==> config.mk <==
export PLATFORM = sky130hd
export DESIGN_NAME = load_store_unit_flat
export DESIGN_NICKNAME = d
export VERILOG_FILES = /design/src/rtl/load_store_unit_if.sv /design/src/rtl/load_store_unit.sv /design/src/flat_wrapper.sv
export SDC_FILE = /design/constraint.sdc
export NUM_CORES = 1
export LEC_CHECK = 0
export ABC_CLOCK_PERIOD_IN_PS = 3400
export BUFFER_PORTS_ARGS = -buffer_cell sky130_fd_sc_hd__buf_4
export CORE_AREA = 2 2 78 80
export DETAILED_ROUTE_END_ITERATION = 10
export DIE_AREA = 0 0 80 82
export GPL_ROUTABILITY_DRIVEN = 0
export PLACE_DENSITY = 0.75
export SLEW_MARGIN = 20
export SYNTH_ARGS = -nofsm -noshare
export SYNTH_HDL_FRONTEND = slang
export SYNTH_SLANG_ARGS = --single-unit
==> constraint.sdc <==
create_clock -name clk -period 3.4 [get_ports clk]
set_input_delay 0.51 -clock clk [delete_from_list [all_inputs] [get_ports clk]]
set_output_delay 0.51 -clock clk [all_outputs]
set_load 0.02 [all_outputs]
==> src/rtl/load_store_unit_if.sv <==
// CPU request/response handshake plus data-memory strobe bus for the load/store unit.
// The slave modport is the unit's view; the master modport is the CPU/memory side.
interface load_store_unit_if #(
    parameter int unsigned ADDR_W = 16
);
    logic              req_valid;
    logic              req_ready;
    logic              req_write;
    logic              req_byte;
    logic              req_signed;
    logic [ADDR_W-1:0] req_addr;
    logic [15:0]       req_wdata;
    logic              resp_valid;
    logic              resp_ready;
    logic [15:0]       resp_data;
    logic              resp_error;
    logic              mem_rd;
    logic              mem_wn;
    logic [15:0]       mem_address;
    logic [1:0]        mem_mode;
    logic [15:0]       mem_write_data;
    logic [15:0]       mem_read_data;

    modport slave (
        input  req_valid, req_write, req_byte, req_signed, req_addr, req_wdata,
        input  resp_ready, mem_read_data,
        output req_ready, resp_valid, resp_data, resp_error,
        output mem_rd, mem_wn, mem_address, mem_mode, mem_write_data
    );

    modport master (
        output req_valid, req_write, req_byte, req_signed, req_addr, req_wdata,
        output resp_ready, mem_read_data,
        input  req_ready, resp_valid, resp_data, resp_error,
        input  mem_rd, mem_wn, mem_address, mem_mode, mem_write_data
    );
endinterface

==> src/rtl/load_store_unit.sv <==
// Single-outstanding load/store unit: accepts one CPU request, drives one memory
// strobe cycle (or rejects the request), then holds the response until taken.
module load_store_unit #(
    parameter int unsigned MEM_BYTES = 2048,
    parameter int unsigned ADDR_W    = 16
) (
    input  logic                 clk,
    input  logic                 rst,
    load_store_unit_if.slave     bus
);
    typedef enum logic [2:0] {
        S_IDLE  = 3'd0,
        S_WRITE = 3'd1,
        S_READ  = 3'd2,
        S_CAPT  = 3'd3,
        S_RESP  = 3'd4
    } state_t;

    state_t      r_state;
    logic        r_req_ready;
    logic        r_resp_valid;
    logic [15:0] r_resp_data;
    logic        r_resp_error;
    logic        r_mem_rd;
    logic        r_mem_wn;
    logic [15:0] r_mem_address;
    logic [1:0]  r_mem_mode;
    logic [15:0] r_mem_write_data;
    logic        r_signed;

    logic        w_accept;
    logic        w_err;
    logic [15:0] w_load_result;

    assign w_accept = bus.req_valid && r_req_ready;

    // Misaligned word or out-of-range address is rejected before touching memory
    assign w_err = (!bus.req_byte && bus.req_addr[0])
                || (32'(bus.req_addr) >= 32'(MEM_BYTES));

    assign w_load_result = r_mem_mode[0]
        ? {{8{bus.mem_read_data[7] & r_signed}}, bus.mem_read_data[7:0]}
        : bus.mem_read_data;

    always_ff @(posedge clk or posedge rst) begin
        if (rst) begin
            r_state          <= S_IDLE;
            r_req_ready      <= 1'b1;
            r_resp_valid     <= 1'b0;
            r_resp_data      <= 16'h0000;
            r_resp_error     <= 1'b0;
            r_mem_rd         <= 1'b0;
            r_mem_wn         <= 1'b0;
            r_mem_address    <= 16'h0000;
            r_mem_mode       <= 2'b00;
            r_mem_write_data <= 16'h0000;
            r_signed         <= 1'b0;
        end else begin
            unique case (r_state)
                S_IDLE: begin
                    if (w_accept) begin
                        r_req_ready      <= 1'b0;
                        r_signed         <= bus.req_signed;
                        r_mem_address    <= 16'(bus.req_addr);
                        r_mem_mode       <= {1'b0, bus.req_byte};
                        r_mem_write_data <= bus.req_wdata;
                        if (w_err) begin
                            r_state      <= S_RESP;
                            r_resp_valid <= 1'b1;
                            r_resp_error <= 1'b1;
                            r_resp_data  <= 16'h0000;
                        end else if (bus.req_write) begin
                            r_state  <= S_WRITE;
                            r_mem_wn <= 1'b1;
                        end else begin
                            r_state  <= S_READ;
                            r_mem_rd <= 1'b1;
                        end
                    end
                end
                S_WRITE: begin
                    r_mem_wn     <= 1'b0;
                    r_state      <= S_RESP;
                    r_resp_valid <= 1'b1;
                    r_resp_error <= 1'b0;
                    r_resp_data  <= 16'h0000;
                end
                S_READ: begin
                    r_mem_rd <= 1'b0;
                    r_state  <= S_CAPT;
                end
                // Memory registered its read data at the end of READ
                S_CAPT: begin
                    r_state      <= S_RESP;
                    r_resp_valid <= 1'b1;
                    r_resp_error <= 1'b0;
                    r_resp_data  <= w_load_result;
                end
                S_RESP: begin
                    if (bus.resp_ready) begin
                        r_state      <= S_IDLE;
                        r_resp_valid <= 1'b0;
                        r_req_ready  <= 1'b1;
                    end
                end
                default: begin
                    r_state      <= S_IDLE;
                    r_req_ready  <= 1'b1;
                    r_resp_valid <= 1'b0;
                    r_mem_rd     <= 1'b0;
                    r_mem_wn     <= 1'b0;
                end
            endcase
        end
    end

    assign bus.req_ready      = r_req_ready;
    assign bus.resp_valid     = r_resp_valid;
    assign bus.resp_data      = r_resp_data;
    assign bus.resp_error     = r_resp_error;
    assign bus.mem_rd         = r_mem_rd;
    assign bus.mem_wn         = r_mem_wn;
    assign bus.mem_address    = r_mem_address;
    assign bus.mem_mode       = r_mem_mode;
    assign bus.mem_write_data = r_mem_write_data;
endmodule

==> src/flat_wrapper.sv <==
// flat-port wrapper written by rule: the top's interface ports become plain ports
module load_store_unit_flat 
#(
    parameter int unsigned MEM_BYTES = 2048,
    parameter int unsigned ADDR_W    = 16
)
  (clk, rst, bus_req_valid, bus_req_write, bus_req_byte, bus_req_signed, bus_req_addr, bus_req_wdata, bus_resp_ready, bus_mem_read_data, bus_req_ready, bus_resp_valid, bus_resp_data, bus_resp_error, bus_mem_rd, bus_mem_wn, bus_mem_address, bus_mem_mode, bus_mem_write_data);
  load_store_unit_if #(.ADDR_W(ADDR_W)) bus_i ();
  input  logic clk;
  input  logic rst;
  input wire logic [$bits(bus_i.req_valid)-1:0] bus_req_valid;
  input wire logic [$bits(bus_i.req_write)-1:0] bus_req_write;
  input wire logic [$bits(bus_i.req_byte)-1:0] bus_req_byte;
  input wire logic [$bits(bus_i.req_signed)-1:0] bus_req_signed;
  input wire logic [$bits(bus_i.req_addr)-1:0] bus_req_addr;
  input wire logic [$bits(bus_i.req_wdata)-1:0] bus_req_wdata;
  input wire logic [$bits(bus_i.resp_ready)-1:0] bus_resp_ready;
  input wire logic [$bits(bus_i.mem_read_data)-1:0] bus_mem_read_data;
  output wire logic [$bits(bus_i.req_ready)-1:0] bus_req_ready;
  output wire logic [$bits(bus_i.resp_valid)-1:0] bus_resp_valid;
  output wire logic [$bits(bus_i.resp_data)-1:0] bus_resp_data;
  output wire logic [$bits(bus_i.resp_error)-1:0] bus_resp_error;
  output wire logic [$bits(bus_i.mem_rd)-1:0] bus_mem_rd;
  output wire logic [$bits(bus_i.mem_wn)-1:0] bus_mem_wn;
  output wire logic [$bits(bus_i.mem_address)-1:0] bus_mem_address;
  output wire logic [$bits(bus_i.mem_mode)-1:0] bus_mem_mode;
  output wire logic [$bits(bus_i.mem_write_data)-1:0] bus_mem_write_data;
  assign bus_i.req_valid = bus_req_valid;
  assign bus_i.req_write = bus_req_write;
  assign bus_i.req_byte = bus_req_byte;
  assign bus_i.req_signed = bus_req_signed;
  assign bus_i.req_addr = bus_req_addr;
  assign bus_i.req_wdata = bus_req_wdata;
  assign bus_i.resp_ready = bus_resp_ready;
  assign bus_i.mem_read_data = bus_mem_read_data;
  assign bus_req_ready = bus_i.req_ready;
  assign bus_resp_valid = bus_i.resp_valid;
  assign bus_resp_data = bus_i.resp_data;
  assign bus_resp_error = bus_i.resp_error;
  assign bus_mem_rd = bus_i.mem_rd;
  assign bus_mem_wn = bus_i.mem_wn;
  assign bus_mem_address = bus_i.mem_address;
  assign bus_mem_mode = bus_i.mem_mode;
  assign bus_mem_write_data = bus_i.mem_write_data;
  load_store_unit #(.MEM_BYTES(MEM_BYTES), .ADDR_W(ADDR_W)) u_core (.clk(clk), .rst(rst), .bus(bus_i));
endmodule
Word-level counts from Yosys, hierarchy flattened
Index checks and enable logic that the tools add are counted. W data, S select, Z words.

Add/sub/neg operators: 0. $mul: 0. Divide/modulo/power cells: 0. Order comparisons: 1. Eq/ne operators: 10. Shift operators: 0. Mux-type cells: 25. Bitwise operators: 5. Reduce and logical (&&, ||, !) cells: 19.

Operators by type and width (number): $mux W16 (3); $pmux W16 S3 (1); $ge A16 B12 Y1 const B (1); $pmux W3 S4 (1); $reduce_and A4 Y1 (3); $mux W1 (11); $mux W3 (3); $reduce_and A3 Y1 (3); $reduce_or A3 Y1 (3); $ne A2 B2 Y1 const B (4); $eq A3 B2 Y1 const B (2); $pmux W1 S2 (3); $ne A2 B1 Y1 const B (2); $not A1 Y1 (4); $pmux W1 S4 (1); $reduce_and A2 Y1 (2); $eq A3 B1 Y1 const B (1); $eq A3 B3 Y1 const B (1); $logic_not A3 Y1 (1); $pmux W1 S3 (1); $reduce_bool A3 Y1 (1); $logic_and A1 B1 Y1 (2); $mux W2 (1); $reduce_bool A2 Y1 (1); 4 further kinds (4).

Register bits: 58. Latch bits: 0. RAM bits: 0. Memory bits (read-only): 0. Input port bits: 55. Output and inout port bits: 55. Word-level logic and storage cells: 71. Memories kept: 0.

Depth between registers and ports, before layout
Depth after elaboration: 6. Gate-level depth with buffers: 5. Depth with buffers taken out: 3.

Worst setup path after synthesis
Ideal clock, no wire load.

Path kind: reg2reg. From: register u_core.r_req_ready, in the netlist u_core.bus.req_ready. To: register u_core.r_mem_address[10], in the netlist u_core.bus.mem_address[10]. Library setup time: 125 ps. Arrival time: 1412 ps. Data required time: 3275 ps. Path slack: 1863 ps. Cell stages (with the launch flop): 5. Buffers on the path: 1. Clock period less this slack: 1537 ps. Cell sequence: dfstp_2 -> nand3b_4 -> nor2_8 -> buf_12 -> mux2_4.

Longest elaborated chain between the ends: 2.

Ends and longest elaborated chain: start, declared (line load_store_unit.sv:20) `logic r_req_ready;`; start signal, assigned (line load_store_unit.sv:48) `r_req_ready <= 1'b1;`; start signal, assigned (line load_store_unit.sv:62) `r_req_ready <= 1'b0;`; start signal, assigned (line load_store_unit.sv:103) `r_req_ready <= 1'b1;`; $logic_and A1 B1 Y1 (line load_store_unit.sv:35) `assign w_accept = bus.req_valid && r_req_ready;`; $reduce_and A2 Y1 (no line); end signal, assigned (line load_store_unit.sv:64) `r_mem_address <= 16'(bus.req_addr);`; end, declared (line load_store_unit.sv:26) `logic [15:0] r_mem_address;`.

Every way passes these cells. A chain may end at the register's enable or synchronous reset.

Worst setup path in the final report
From: register u_core.r_state[1]. To: register u_core.r_mem_address[0], in the netlist u_core.bus.mem_address[0].

Longest elaborated chain between the ends: 2.

Ends and longest elaborated chain: start, declared (line load_store_unit.sv:19) `state_t r_state;`; start signal, assigned (line load_store_unit.sv:47) `r_state <= S_IDLE;`; start signal, assigned (line load_store_unit.sv:68) `r_state <= S_RESP;`; start signal, assigned (line load_store_unit.sv:73) `r_state <= S_WRITE;`; $logic_not A3 Y1 (line load_store_unit.sv:59) `unique case (r_state)`; $reduce_and A2 Y1 (no line).

Every way passes these cells.

==> summary.log <==
INFO  route          routed_wirelength=5.488mm
INFO  power          report.power.total=2907uW
INFO  sta            final-max-slew-violation-count=0
INFO  sta            hold_viol_final=0
INFO  layout         filler_cell_count=467
INFO  sta            rsz0062_at_grt=false
INFO  setup_path     timing.setup.critical_path_class=flip-flop to flip-flop
INFO  route          detail_route.drc_violations=0
INFO  clocking       clock_tree.htree_level_count=3
INFO  setup_path     timing.critical_path.required=3600ps
INFO  synthesis      postSynthAreaPerCell=14.97um^2
INFO  layout         layout.area.seq=1453um^2
INFO  clocking       clk_root_buffer_cell=clkbuf_8
INFO  min_path       hold_path.class=input port to asynchronous set/reset pin
INFO  setup_path     critical_path_peak_fanout=34
INFO  layout         share_of_the_core_filled_with_cells=0.6141
INFO  clocking       number_of_setup_buffers_added_after_cts=0
INFO  setup_path     worst_setup_path_start_kind=flip-flop
INFO  setup_path     critical_path_endpoint=u_core.bus.mem_address[0]$_DFFE_PP0P_
INFO  route          dr.pass1.iters=4
INFO  power          power_switching_share=0.3245
INFO  route          avgViaCountPerCell=5.050
INFO  setup_path     worst-endpoint-arrival=2180ps
INFO  power          share_comb_of_total_power=0.404
INFO  synthesis      dominantRegCellSynth=dfrtp_1
INFO  clocking       clock_sinks=58
INFO  global_routing grt_first_pass_wirelength=8.818mm
INFO  sta            setup_total_negative_slack=0ps
INFO  synthesis      synth-edff-count=0
INFO  global_routing globalRoute.totalOverflow=0
INFO  synthesis      yosysSeqAreaShare=0.5776
INFO  layout         drive_gt1_frac=0.5830
INFO  route          num_vias=1808
INFO  floorplanning  ios=110
INFO  sta            clock-skew-final=7.634ps
INFO  floorplanning  die_outline_area=6560um^2
INFO  layout         layout.nets=334
INFO  setup_path     rr_worst_depth=3
INFO  power          switching_component_of_the_power=943.4uW
INFO  clocking       cts_inserted_buffers=9
INFO  floorplanning  core=5746um^2
INFO  route          avgRoutedWirePerCell=15.33um
INFO  synthesis      synth_cell_type_count=36
INFO  layout         final_cell_area=3528um^2
INFO  power          share_seq_of_total_power=0.377
INFO  synthesis      async_sr_flop_fraction=1.000
INFO  global_routing grt_pass1_vias=1774
INFO  sta            report.final.setup_viol=0
INFO  synthesis      postSynthCellCount=168
INFO  placed_design  port_buffers=108
INFO  floorplanning  fp-row-count=28
INFO  setup_path     worst_setup_sp=u_core.r_state[1]$_DFFE_PP0P_
INFO  power          pwr-share-clk=0.219
INFO  global_routing maximum_number_of_pins_on_one_net_before_global_route_repair=49
INFO  power          power_density=823.9nW/um^2
INFO  setup_path     timing.critical_path.to_type=flip-flop
INFO  floorplanning  die_width=80um
INFO  floorplanning  initial_standard_cell_utilization_of_the_core=0.4377
INFO  outcome        run_status=finished, final reports clean
INFO  synthesis      syn-num-nets=223
INFO  placed_design  post_dp_cell_area=3323um^2
INFO  sta            finalCritPeriodShare=0.5821
INFO  sta            worstMarginPinSlew=798.0ps
INFO  clocking       clk_path_buf_depth=2
INFO  synthesis      synth.yosys.warnings=0
INFO  sta            fin_crit=1979ps
INFO  clocking       worstSkewPairLatency=330ps
INFO  power          internal_power=1964uW
INFO  power          p_leak=0.001753uW
INFO  sta            fmax_achieved=505.2MHz
INFO  synthesis      ys_seq_elements=58
INFO  power          power.ir.vdd_worst=0.0004020V
INFO  placed_design  hpwlAfterDp=3.930mm
INFO  sta            slew_headroom=0.4680
INFO  job            maxCapViolations=0
INFO  floorplanning  height_of_the_chip=82um
INFO  global_routing initial_antenna_violation_count=0
INFO  setup_path     worst-r2r-setup-slack=1420ps
INFO  layout         antenna_cells=0
INFO  clocking       tritoncts=built
INFO  global_routing global_route.usage.total=0.1799
INFO  synthesis      synthesis.area=2515um^2
INFO  route          drt-initial-drc-count=112
INFO  clocking       cts.reportedPaths.clkPinSlew=60ps
INFO  setup_path     rr_endpoint=u_core.bus.mem_address[0]$_DFFE_PP0P_
INFO  setup_path     regToRegStartpoint=u_core.r_state[1]$_DFFE_PP0P_
INFO  clocking       cts-hold-fix-buffers=0
INFO  route          ant_nets=0
INFO  clocking       postCtsResizedCells=0
INFO  layout         area_delta_synth_final=40.30%
INFO  layout         multi_input_logic_area=939.7um^2
worst max-delay path, stage by stage, from the launching register on:
cell and delay [ps]:
dfrtp_1 440, or2_1 370, nor2_8 610, mux2_2 410
cells in the mapped netlist, types with 2 or more instances:
library cell,count,area [um^2]
nor3_1,2,10.01
buf_12,3,60.06
nand2b_1,2,12.51
mux2_2,4,45.04
a32o_1,8,80.08
inv_1,5,18.77
nand2_1,9,33.78
mux2_4,30,450.4
buf_6,2,22.52
o22ai_1,8,50.05
buf_2,2,10.01
nor2_1,9,33.78
a41oi_1,2,17.52
dfrtp_1,57,1426
o21ai_0,4,20.02
state kept, by name (all words and copies together) (netlist names):
| signal | cells |
|---|---|
| u_core.bus.mem_write_data | 16 |
| u_core.bus.mem_mode | 1 |
| u_core.bus.resp_data | 16 |
| u_core.bus.resp_valid | 1 |
| u_core.r_signed | 1 |
| u_core.bus.mem_wn | 1 |
| u_core.bus.resp_error | 1 |
| u_core.r_state | 3 |
| u_core.bus.mem_address | 16 |
| u_core.bus.req_ready | 1 |
| u_core.bus.mem_rd | 1 |
cell type report:
cell class | instances | share of cell area
inverter | 5 | 0.005674
clock buffer | 13 | 0.04787
multi-input combinational | 96 | 0.2663
sequential | 58 | 0.4117
timing repair buffer | 109 | 0.2319
tap | 75 | 0.02660
clock inverter | 2 | 0.009929
power groups by stage:
stage / Combinational [uW] / Clock [uW] / Sequential (uW)
after floorplan: 416 / 0 / 1370
after global placement: 1160 / 0 / 1100
after detailed placement: 1180 / 0 / 1100
after CTS: 1190 / 653 / 1100
after global routing: 1240 / 689 / 1130
final: 1170 / 636 / 1100
routing by layer:
layer  up-vias  share of wire  track usage
li1        834              -            -
met1       887           0.41       0.2337
met2        75           0.50       0.2892
met4         0          0.018      0.08644
met3        12          0.072      0.03736
met5         -              0            0
cell families after synthesis:
logic type | synth area share
muxes | 0.1970
and+or+nand+nor | 0.07612
DFF | 0.5776
buffers and inverters | 0.04876
other | 0.001491
AOI/OAI and AO/OA | 0.09901
cell usage in the layout (no fill, tap or decap), types with 2 or more instances in the layout:
cell	n
nand2_1	9
nor3_1	2
a32o_1	8
nand2b_1	2
clkinv_2	2
mux2_2	4
a41oi_1	2
clkbuf_8	12
inv_1	4
mux2_4	30
nor2_1	9
o21ai_0	4
o22ai_1	8
dfrtp_1	57
buf_4	109
metrics by stage:
| step | std cells | hold WS (ps) | setup WS (ps) |
|---|---|---|---|
| after detailed placement | 343 | 490.9 | 1420 |
| after global placement | 343 | 476.1 | 1441 |
| after global routing | 358 | 397.1 | 1302 |
| after floorplan | 168 | 464.5 | 1464 |
| final | 358 | 315.5 | 1421 |
| after CTS | 358 | 390.8 | 1411 |
how the worst min path moves through the flow:
stage,endpoint,cells past startpoint,slack (ps)
final,u_core.bus.mem_address[5]$_DFFE_PP0P_,2,320
after global routing,u_core.bus.mem_write_data[15]$_DFFE_PP0P_,2,400
after CTS,u_core.bus.resp_data[6]$_DFFE_PP0P_,2,390
after detailed placement,u_core.bus.resp_error$_DFFE_PP0P_,1,490
after global placement,u_core.bus.resp_error$_DFFE_PP0P_,1,480
after floorplan,u_core.r_state[1]$_DFFE_PP0P_,1,460
No activity file was read; power rests on OpenSTA's default activity.
